## src/rtl/param_updown_counter_pkg.sv

```systemverilog
// Shared constants and helpers for the parameterised up/down counter.
// Holds the boundary-mode encodings and the prescaler width calculation.
package param_updown_counter_pkg;

    localparam int MODE_WRAP = 0;
    localparam int MODE_SAT  = 1;

    // A single-cycle prescaler still needs a one-bit register to stay legal.
    function automatic int prescale_width(input int prescale);
        int w;
        w = $clog2(prescale);
        return (w < 1) ? 1 : w;
    endfunction

endpackage

```

## src/rtl/tick_gen.sv

```systemverilog
// Prescaler: emits tick once every PRESCALE enabled cycles.
// The clr input discards any partial count.
module tick_gen
    import param_updown_counter_pkg::*;
#(
    parameter int PRESCALE = 1
) (
    input  logic cl,
    input  logic r,
    input  logic en,
    input  logic clr,
    output logic tick
);

    localparam int PW = prescale_width(PRESCALE);
    localparam logic [PW-1:0] LAST = PW'(PRESCALE - 1);

    logic [PW-1:0] r_count;
    logic          w_last;

    assign w_last = (r_count == LAST);
    assign tick   = en && w_last;

    always_ff @(posedge cl or posedge r) begin
        if (r) begin
            r_count <= '0;
        end else if (clr) begin
            r_count <= '0;
        end else if (en) begin
            r_count <= w_last ? '0 : r_count + PW'(1);
        end
    end

endmodule

```

## src/rtl/param_updown_counter.sv

```systemverilog
// Up/down counter with terminal count MAX, wrap or saturate mode,
// prescaled stepping, synchronous load, terminal pulse and sticky overflow.
module param_updown_counter
    import param_updown_counter_pkg::*;
#(
    parameter int WIDTH    = 3,
    parameter int MAX      = 2**WIDTH - 1,
    parameter int SAT      = MODE_WRAP,
    parameter int PRESCALE = 1
) (
    input  logic             cl,
    input  logic             r,
    input  logic             en,
    input  logic             up,
    input  logic             ld,
    input  logic [WIDTH-1:0] ld_val,
    input  logic             ovf_clr,
    output logic [WIDTH-1:0] c0,
    output logic             tc,
    output logic             ovf
);

    localparam logic [WIDTH-1:0] MAX_V = WIDTH'(MAX);

    logic [WIDTH-1:0] r_count;
    logic             r_tc;
    logic             r_ovf;
    logic [WIDTH-1:0] w_next;
    logic [WIDTH-1:0] w_load;
    logic             w_tick;
    logic             w_boundary;

    tick_gen #(
        .PRESCALE(PRESCALE)
    ) u_tick_gen (
        .cl   (cl),
        .r    (r),
        .en   (en),
        .clr  (ld),
        .tick (w_tick)
    );

    assign w_load = (ld_val > MAX_V) ? MAX_V : ld_val;

    // A load pre-empts any step, so a boundary can only arise when ld is low.
    always_comb begin
        w_next     = r_count;
        w_boundary = 1'b0;
        if (w_tick && !ld) begin
            if (up) begin
                if (r_count == MAX_V) begin
                    w_boundary = 1'b1;
                    w_next     = (SAT == MODE_SAT) ? MAX_V : '0;
                end else begin
                    w_next = r_count + WIDTH'(1);
                end
            end else begin
                if (r_count == '0) begin
                    w_boundary = 1'b1;
                    w_next     = (SAT == MODE_SAT) ? '0 : MAX_V;
                end else begin
                    w_next = r_count - WIDTH'(1);
                end
            end
        end
    end

    always_ff @(posedge cl or posedge r) begin
        if (r) begin
            r_count <= '0;
            r_tc    <= 1'b0;
            r_ovf   <= 1'b0;
        end else begin
            r_count <= ld ? w_load : w_next;
            r_tc    <= w_boundary;
            // Setting wins over clearing when both happen together.
            if (w_boundary) begin
                r_ovf <= 1'b1;
            end else if (ovf_clr) begin
                r_ovf <= 1'b0;
            end
        end
    end

    assign c0  = r_count;
    assign tc  = r_tc;
    assign ovf = r_ovf;

endmodule
```

## config.mk

```make
export PLATFORM = sky130hd
export DESIGN_NAME = param_updown_counter
export DESIGN_NICKNAME = d
export VERILOG_FILES = /design/src/rtl/param_updown_counter_pkg.sv /design/src/rtl/tick_gen.sv /design/src/rtl/param_updown_counter.sv
export SDC_FILE = /design/constraint.sdc
export NUM_CORES = 1
export LEC_CHECK = 0
export CAP_MARGIN = 20
export CORE_AREA = 2 2 39 41
export CTS_CLUSTER_SIZE = 28
export DETAILED_ROUTE_END_ITERATION = 10
export DIE_AREA = 0 0 41 43
export PLACE_DENSITY = 0.48
export RECOVER_POWER = 50
export SLEW_MARGIN = 20
export SYNTH_ARGS = -nofsm -noshare
export SYNTH_HDL_FRONTEND = slang
export SYNTH_SLANG_ARGS = --single-unit
```

## constraint.sdc

```tcl
create_clock -name cl -period 3.19 [get_ports cl]
set_clock_uncertainty 0.15 [all_clocks]
set_input_delay 0.7975 -clock cl [delete_from_list [all_inputs] [get_ports cl]]
set_output_delay 0.7975 -clock cl [all_outputs]
set_load 0.01 [all_outputs]
```

After elaboration in Yosys (flattened, before gate mapping)
Cells that the tools add are included.

storage, ports and cells
  bits of input ports = 9
  bits in registers = 6
  output and inout port bits = 5

operators by class
  muxes and demuxes = 15
  reductions and logical operators = 7
  add/sub/neg operators = 3
  magnitude comparators = 1
  eq/ne operators = 1
  bitwise logic cells = 1

operators with widths
  kind                 count
  $mux 3               6
  $mux 1               9
  $reduce_bool 2->1    3
  $add 3x1->3 const B  1
  $eq 3x3->1 const B   1
  $gt 3x3->1 const B   1
  $logic_not 3->1      1
  $sub 3x1->3 const B  1
  $logic_and 1x1->1    2
  $add 1x1->1 const B  1
  $logic_not 1->1      1
  $not 1->1            1

Logic depth before layout (Yosys ltp)
Gate-level depths: netlist of run 1.

  word-level depth = 5
  depth in mapped cells = 5
  gate-level depth less buffers = 5

Cells and area by module
A second synthesis of run 1 with hierarchy kept.

unflattened totals
  cells, all modules = 37
  area total of the unflattened synthesis = 345.3 um2

by module, submodules not included
  module                cells each  area an instance (um2)  instances  sequential area each (um2)
  param_updown_counter  36          337.8                   1          125.1
  tick_gen              1           7.5                     1          0.0

Least setup slack after synthesis of run 1
Ideal clock, no wire load.

  kind = reg-to-reg
  start point = reg r_count[0] (netlist: c0[0])
  end point = reg r_count[2] (netlist: c0[2])
  path slack = 1705 ps
  stages on the path, launching flop included = 6
  library setup time = 126 ps
  path buffers = 0
  data arrival time = 1208 ps
  cells stage by stage = dfrtp_1 inv_1 ha_1 or3_1 a21oi_1 o31ai_1

on the way
  cells in the longest elaborated chain, start to end = 5
  elaborated cells on any way between the ends = 9
  classes of those cells = 2 x add/sub; 1 x eq/ne; 5 x mux; 1 x reduce/logical

ends and longest elaborated chain
  element                                    line                                                    RTL
  start: declaration                         param_updown_counter.sv:25                              logic [WIDTH-1:0] r_count;
  start signal: assignment                   param_updown_counter.sv:74                              r_count <= ld ? w_load : w_next;
  $sub 3x1->3, or another cell as far along  param_updown_counter.sv:62                              w_next = r_count - WIDTH'(1);
  $mux 3, on equally long branches           param_updown_counter.sv:58, param_updown_counter.sv:51
  $mux 3 (*)                                 param_updown_counter.sv:50                              if (up) begin
  $mux 3 (*)                                 param_updown_counter.sv:49                              if (w_tick && !ld) begin
  $mux 3 (*)                                 param_updown_counter.sv:74

Every way passes the cells marked *; elsewhere a longest branch is shown, timed or not. The select of a mux whose other input is x is not followed.
A chain may end at the register's enable or synchronous reset.

Worst setup path after layout of run 1
  start point = reg r_count[2] (netlist: c0[2])
  end point = out c0[2]

RTL lines
  element           line                        RTL
  end: declaration  param_updown_counter.sv:18  output logic [WIDTH-1:0] c0,

No word-level cell between the ends.

==> results of run 1 <==
-- final cells by class --
type | count | area share
flip-flops and latches | 5 | 0.255
clock buffers | 4 | 0.0536
well taps | 16 | 0.0408
inverters | 4 | 0.0306
multi-input cells | 25 | 0.355
repair buffers | 13 | 0.265
-- flip-flops by register name (all words and copies together), names as in the netlist --
register  cells
c0            3
tc            1
ovf           1
-- Yosys cell counts, drive strengths merged --
cell type / count
nor3b: 3
ha: 4
o31ai: 1
o21ai: 2
or3: 1
nand2b: 1
xnor2: 1
dfrtp: 5
inv: 4
nor2b: 1
nor2: 2
o22ai: 1
mux2i: 1
a21oi: 5
nand2: 2
-- power by group through the flow --
stage               Sequential (mW)  Combinational, mW  Clock, mW
global placement             0.0783             0.0640          0
floorplan                    0.0799             0.0297          0
CTS                          0.0772             0.0645     0.0783
finish                       0.0771             0.0626     0.0743
detailed placement           0.0782             0.0643          0
global route                 0.0786             0.0725     0.0839
-- cells by family (layout without fill, tap and decap cells) --
kind of cell	Yosys count	after routing	synth area share
AOI/OAI and AO/OA	9	9	0.155
muxes	1	1	0.0319
adders and majority gates	4	4	0.159
DFF	5	5	0.398
xor gates and xnor gates	1	1	0.0279
buffers and inverters	4	21	0.0478
and+or+nand+nor	10	10	0.179
-- how the worst max path moves through the flow --
stage / startpoint / end / depth (start not counted)
after floorplan: c0[0]$_DFFE_PP0P_ / c0[2]$_DFFE_PP0P_ / 5
after global placement: up / c0[0]$_DFFE_PP0P_ / 4
after detailed placement: up / c0[0]$_DFFE_PP0P_ / 4
after CTS: c0[2]$_DFFE_PP0P_ / c0[2] / 1
after global routing: c0[2]$_DFFE_PP0P_ / c0[2] / 1
final: c0[2]$_DFFE_PP0P_ / c0[2] / 1
-- layer usage --
| layer | wire (µm) | part of all wire | vias up | GRT usage |
|---|---|---|---|---|
| li1 | - | - | 150 | - |
| met1 | 293 | 0.43 | 132 | 0.135 |
| met2 | 316 | 0.46 | 12 | 0.134 |
| met3 | 69 | 0.10 | 2 | 0.0942 |
| met4 | 9 | 0.013 | 0 | 0.0600 |
| met5 | 0 | 0 | - | 0 |
-- through the flow --
stage	setup WS (ns)	cell area [µm²]	util
6_report	1.02	490	0.354
5_1_grt	0.961	490	0.354
4_1_cts	1.00	490	0.354
3_5_place_dp	1.09	464	0.335
3_3_place_gp	1.09	464	0.335
2_1_floorplan	1.71	314	-
==> results.yml, run 1 <==
cts:
  clockBufferDepth: 2
  cts-root-buf: "clkbuf_4"
  cts_tree: "yes"
  cts_setup_buffers: 0
  cts_resized: 0
  h-tree-depth: 1
  cts_buffers: 3
  clkLatencyLatePin_ns: 0.24
  postCtsHoldBufs: 0
  clk_pin_slew_ns: 0.04
  cts.sinks: 5
critical_path:
  reg2reg_depth: 5
  critPathBufInv: 1
  cpPeakStageDelay_ns: 0.56
  rr_endpoint: "c0[2]$_DFFE_PP0P_"
  cp_max_fo: 6
  crit_path_start_kind: "flip-flop"
  critPathCaptureType: "output pin"
  critPathTopFamily: "buffers and inverters"
  worstPathRequired_ns: 2.24
  worstPathArrival_ns: 1.22
  r2r_slack_ns: 1.67
  cp_cell_sequence: "clkdlybuf4s50_1"
  critPathKind: "reg -> out"
  slowest_stage: "clkdlybuf4s50_1"
  r2r-start: "c0[0]$_DFFE_PP0P_"
power:
  pwr_density_cell_mw_per_mm2: 436
  p_clk_frac: 0.347
  pwr-share-seq: 0.360
  internal-power_uw: 154
  max-vdd-ir-drop_mv: 0.138
  total_power_uw: 214
  share_comb_of_total_power: 0.292
  switching_power_uw: 60.4
  p_leak_nw: 0.214
  swShare: 0.282
yosys:
  syn_inst: 34
  yosys-top-cells-area: "dfrtp_1 (40%), ha_1 (16%), a21oi_1 (8.0%)"
  synth_nets: 47
  synth_cell_types: 15
  ys_warn_count: 0
  ys_ff_latch: 5
  syn_area_um2: 314
  yosysTopAreaCell: "dfrtp_1"
  synth-seq-area-share: 0.398
  synth.top_cell.area_share: 0.398
  syn_area_per_cell_um2: 9.24
place:
  numPortBuffers: 13
  dp_cells: 63
  hpwl_um: 550
  gp_congestion: 0.645
layout:
  finalNetCount: 65
  syn2layout_area_growth_pct: 56.2
  final_common_cell: "clkdlybuf4s50_1"
  register_area_um2: 125
  layoutNonFillerInstCount: 67
  nFillCells: 164
  drive_gt1_frac: 0.0588
  antenna_cells: 0
  final_cell_mix: "clkdlybuf4s50_1 (11), a21oi_1 (5), dfrtp_1 (5)"
  multi_input_area_um2: 174
routing:
  route.detailed.drc: 0
  totalWireLength_um: 688
  routed_via_density: 4.42
  wire_per_inst_um: 10.3
  drtPass1Iterations: 2
  vias: 296
  ant_nets: 0
  drt-initial-drc-count: 2
die:
  die_w_um: 41
  dieArea_mm2: 0.00176
  start_util: 0.227
  ioPinCount: 14
  fp.dieH_um: 43
  rows: 14
  core_area_mm2: 0.00138
sta:
  tightest_slew_ns: 0.248
  slew_viol_final: 0
  whs_ns: 0.383
  setup_tns_ns: 0
  fin_crit_sh: 0.680
  relSlewSlack: 0.834
  setup_violations: 0
  max_freq_ghz: 0.461
  fin_crit_ns: 2.17
  rsz0062_at_grt: "false"
  finalHoldViolCount: 0
run:
  maxCapViolCount: 0
global_routing:
  track_usage: 0.112
  grt-ovfl-total: 0
  grt_max_degree: 8
  grt_pass1_vias: 258
  antenna_found_initial: 0
  grt_pass1_wl_um: 1200
outcome:
  status: "finished clean"
hold_path:
  holdPathEnd: "ovf$_DFFE_PP0P_"
  whs_path_depth: 2
  hp-start: "ovf$_DFFE_PP0P_"
  hp-class: "reg -> reg"
Power figures use the tool's default switching activity.
==> run 2: changes to the inputs <==
==> constraint.sdc (replaced) <==
create_clock -name cl -period 2.15 [get_ports cl]
set_clock_uncertainty 0.15 [all_clocks]
set_input_delay 0.5375 -clock cl [delete_from_list [all_inputs] [get_ports cl]]
set_output_delay 0.5375 -clock cl [all_outputs]
set_load 0.01 [all_outputs]
==> results.yml, run 2 (synthesis results as in run 1) <==
routing:
  drtPass1Iterations: 4
  routed-wl-met2_um: 306
  vias: 286
  drt-initial-drc-count: 7
  wire_per_inst_um: 9.73
  met1Wirelength_um: 273
  ant_nets: 0
  top_layer_used: "met4"
  dr_wl_met3_um: 64
  totalWireLength_um: 652
  routed_via_density: 4.27
  route.detailed.drc: 0
layout:
  layoutNonFillerInstCount: 67
  syn2layout_area_growth_pct: 56.2
  nFillCells: 158
  final_cell_mix: "clkdlybuf4s50_1 (11), a21oi_1 (5), dfrtp_1 (5)"
  final_common_cell: "clkdlybuf4s50_1"
  fin_area_um2: 490
  largest_reg_flops: 3
  drive_gt1_frac: 0.0588
  finalNetCount: 65
  antenna_cells: 0
cts:
  h-tree-depth: 1
  clk_pin_slew_ns: 0.04
  cts_setup_buffers: 0
  cts.sinks: 5
  clkLatencyLatePin_ns: 0.24
  cts_tree: "yes"
  cts_buffers: 3
  cts_resized: 0
  postCtsHoldBufs: 0
  cts-root-buf: "clkbuf_4"
  clockBufferDepth: 2
critical_path:
  critPathBufInv: 1
  r2r_slack_ns: 0.62
  worstPathRequired_ns: 1.46
  rr_endpoint: "c0[2]$_DFFE_PP0P_"
  reg2reg_depth: 5
  worstPathArrival_ns: 1.23
  critPathCaptureType: "output pin"
  cp_cell_sequence: "clkdlybuf4s50_1"
  slowest_stage: "clkdlybuf4s50_1"
  r2r-start: "c0[0]$_DFFE_PP0P_"
  cp_max_fo: 6
  crit_start: "c0[2]$_DFFE_PP0P_"
  critPathKind: "reg -> out"
  crit_path_start_kind: "flip-flop"
  cpPeakStageDelay_ns: 0.56
  cp.depth: 1
  critPathTopFamily: "buffers and inverters"
die:
  start_util: 0.227
  die_w_um: 41
  rows: 14
  core_area_mm2: 0.00138
  ioPinCount: 14
  fp.dieH_um: 43
  dieArea_mm2: 0.00176
sta:
  slew_viol_final: 0
  fin_crit_ns: 1.91
  setup_tns_ns: 0
  rsz0062_at_grt: "false"
  tightest_slew_ns: 0.250
  relSlewSlack: 0.833
  finalHoldViolCount: 0
  fin_crit_sh: 0.890
  setup_violations: 0
  max_freq_ghz: 0.523
place:
  dpl_cell_area_um2: 464
  numPortBuffers: 13
  dp_cells: 63
  gp_congestion: 0.645
  hpwl_um: 539
power:
  p_leak_nw: 0.214
  pwr_density_cell_mw_per_mm2: 645
  max-vdd-ir-drop_mv: 0.217
global_routing:
  grt_max_degree: 8
  grt-ovfl-total: 0
  grt_pass1_wl_um: 1150
  grt_pass1_vias: 262
  track_usage: 0.108
  antenna_found_initial: 0
run:
  maxCapViolCount: 0
hold_path:
  holdPathEnd: "ovf$_DFFE_PP0P_"
  whs_path_depth: 2
  hp-class: "reg -> reg"
  hp-start: "ovf$_DFFE_PP0P_"
outcome:
  status: "finished clean"
## run 2: cell counts in the layout (fill, tap and decap cells not counted)
No cell type changed its count.
## run 2: power breakdown
group,internal (mW),switching (mW),total (mW)
clock network,0.0702,0.0396,0.110
registers,0.104,0.0101,0.114
logic,0.0535,0.0388,0.0922
## run 2: worst register-to-register path: stages (launching register included)
cell,delay [ns]
dfrtp_1,0.40
inv_1,0.08
ha_1,0.21
or3_1,0.34
a21oi_1,0.15
o31ai_1,0.08
## run 2: routing by layer
| metal | GRT usage | up-vias |
|---|---|---|
| met2 | 0.134 | 12 |
| met5 | 0 | - |
| met4 | 0.0600 | 0 |
| li1 | - | 150 |
| met3 | 0.0942 | 2 |
| met1 | 0.122 | 122 |
## run 2: cell type report
cell class,count,area [µm²],area share
multi-input combinational,25,174,0.355
timing repair buffer,13,130,0.265
sequential,5,125,0.255
clock buffer,4,26.3,0.0536
tap,16,20.0,0.0408
inverter,4,15.0,0.0306
## run 2: worst max-delay path by stage
stage          slack [ns]                end
6_report             0.24              c0[2]
3_3_place_gp         0.31  c0[0]$_DFFE_PP0P_
4_1_cts              0.22              c0[2]
5_1_grt              0.18              c0[2]
3_5_place_dp         0.30  c0[0]$_DFFE_PP0P_
2_1_floorplan        0.67  c0[2]$_DFFE_PP0P_
## run 2: per-stage QoR
stage / util / power, mW / worst slack, ns / hold WS [ns]
after floorplan: - / 0.163 / 0.665 / 0.166
after global placement: 0.335 / 0.211 / 0.310 / 0.388
after detailed placement: 0.335 / 0.210 / 0.296 / 0.386
after CTS: 0.354 / 0.325 / 0.222 / 0.343
after global routing: 0.354 / 0.346 / 0.183 / 0.426
final: 0.354 / 0.316 / 0.236 / 0.383
==> run 3: changes to the inputs <==
--- a/config.mk
+++ b/config.mk
@@ -12,6 +12,7 @@
 export DIE_AREA = 0 0 41 43
 export PLACE_DENSITY = 0.48
 export RECOVER_POWER = 50
+export SKIP_CTS_REPAIR_TIMING = 1
 export SLEW_MARGIN = 20
 export SYNTH_ARGS = -nofsm -noshare
 export SYNTH_HDL_FRONTEND = slang
==> results of run 3 <==
Same layout as run 2: the final DEF is identical, and so are final timing and power.
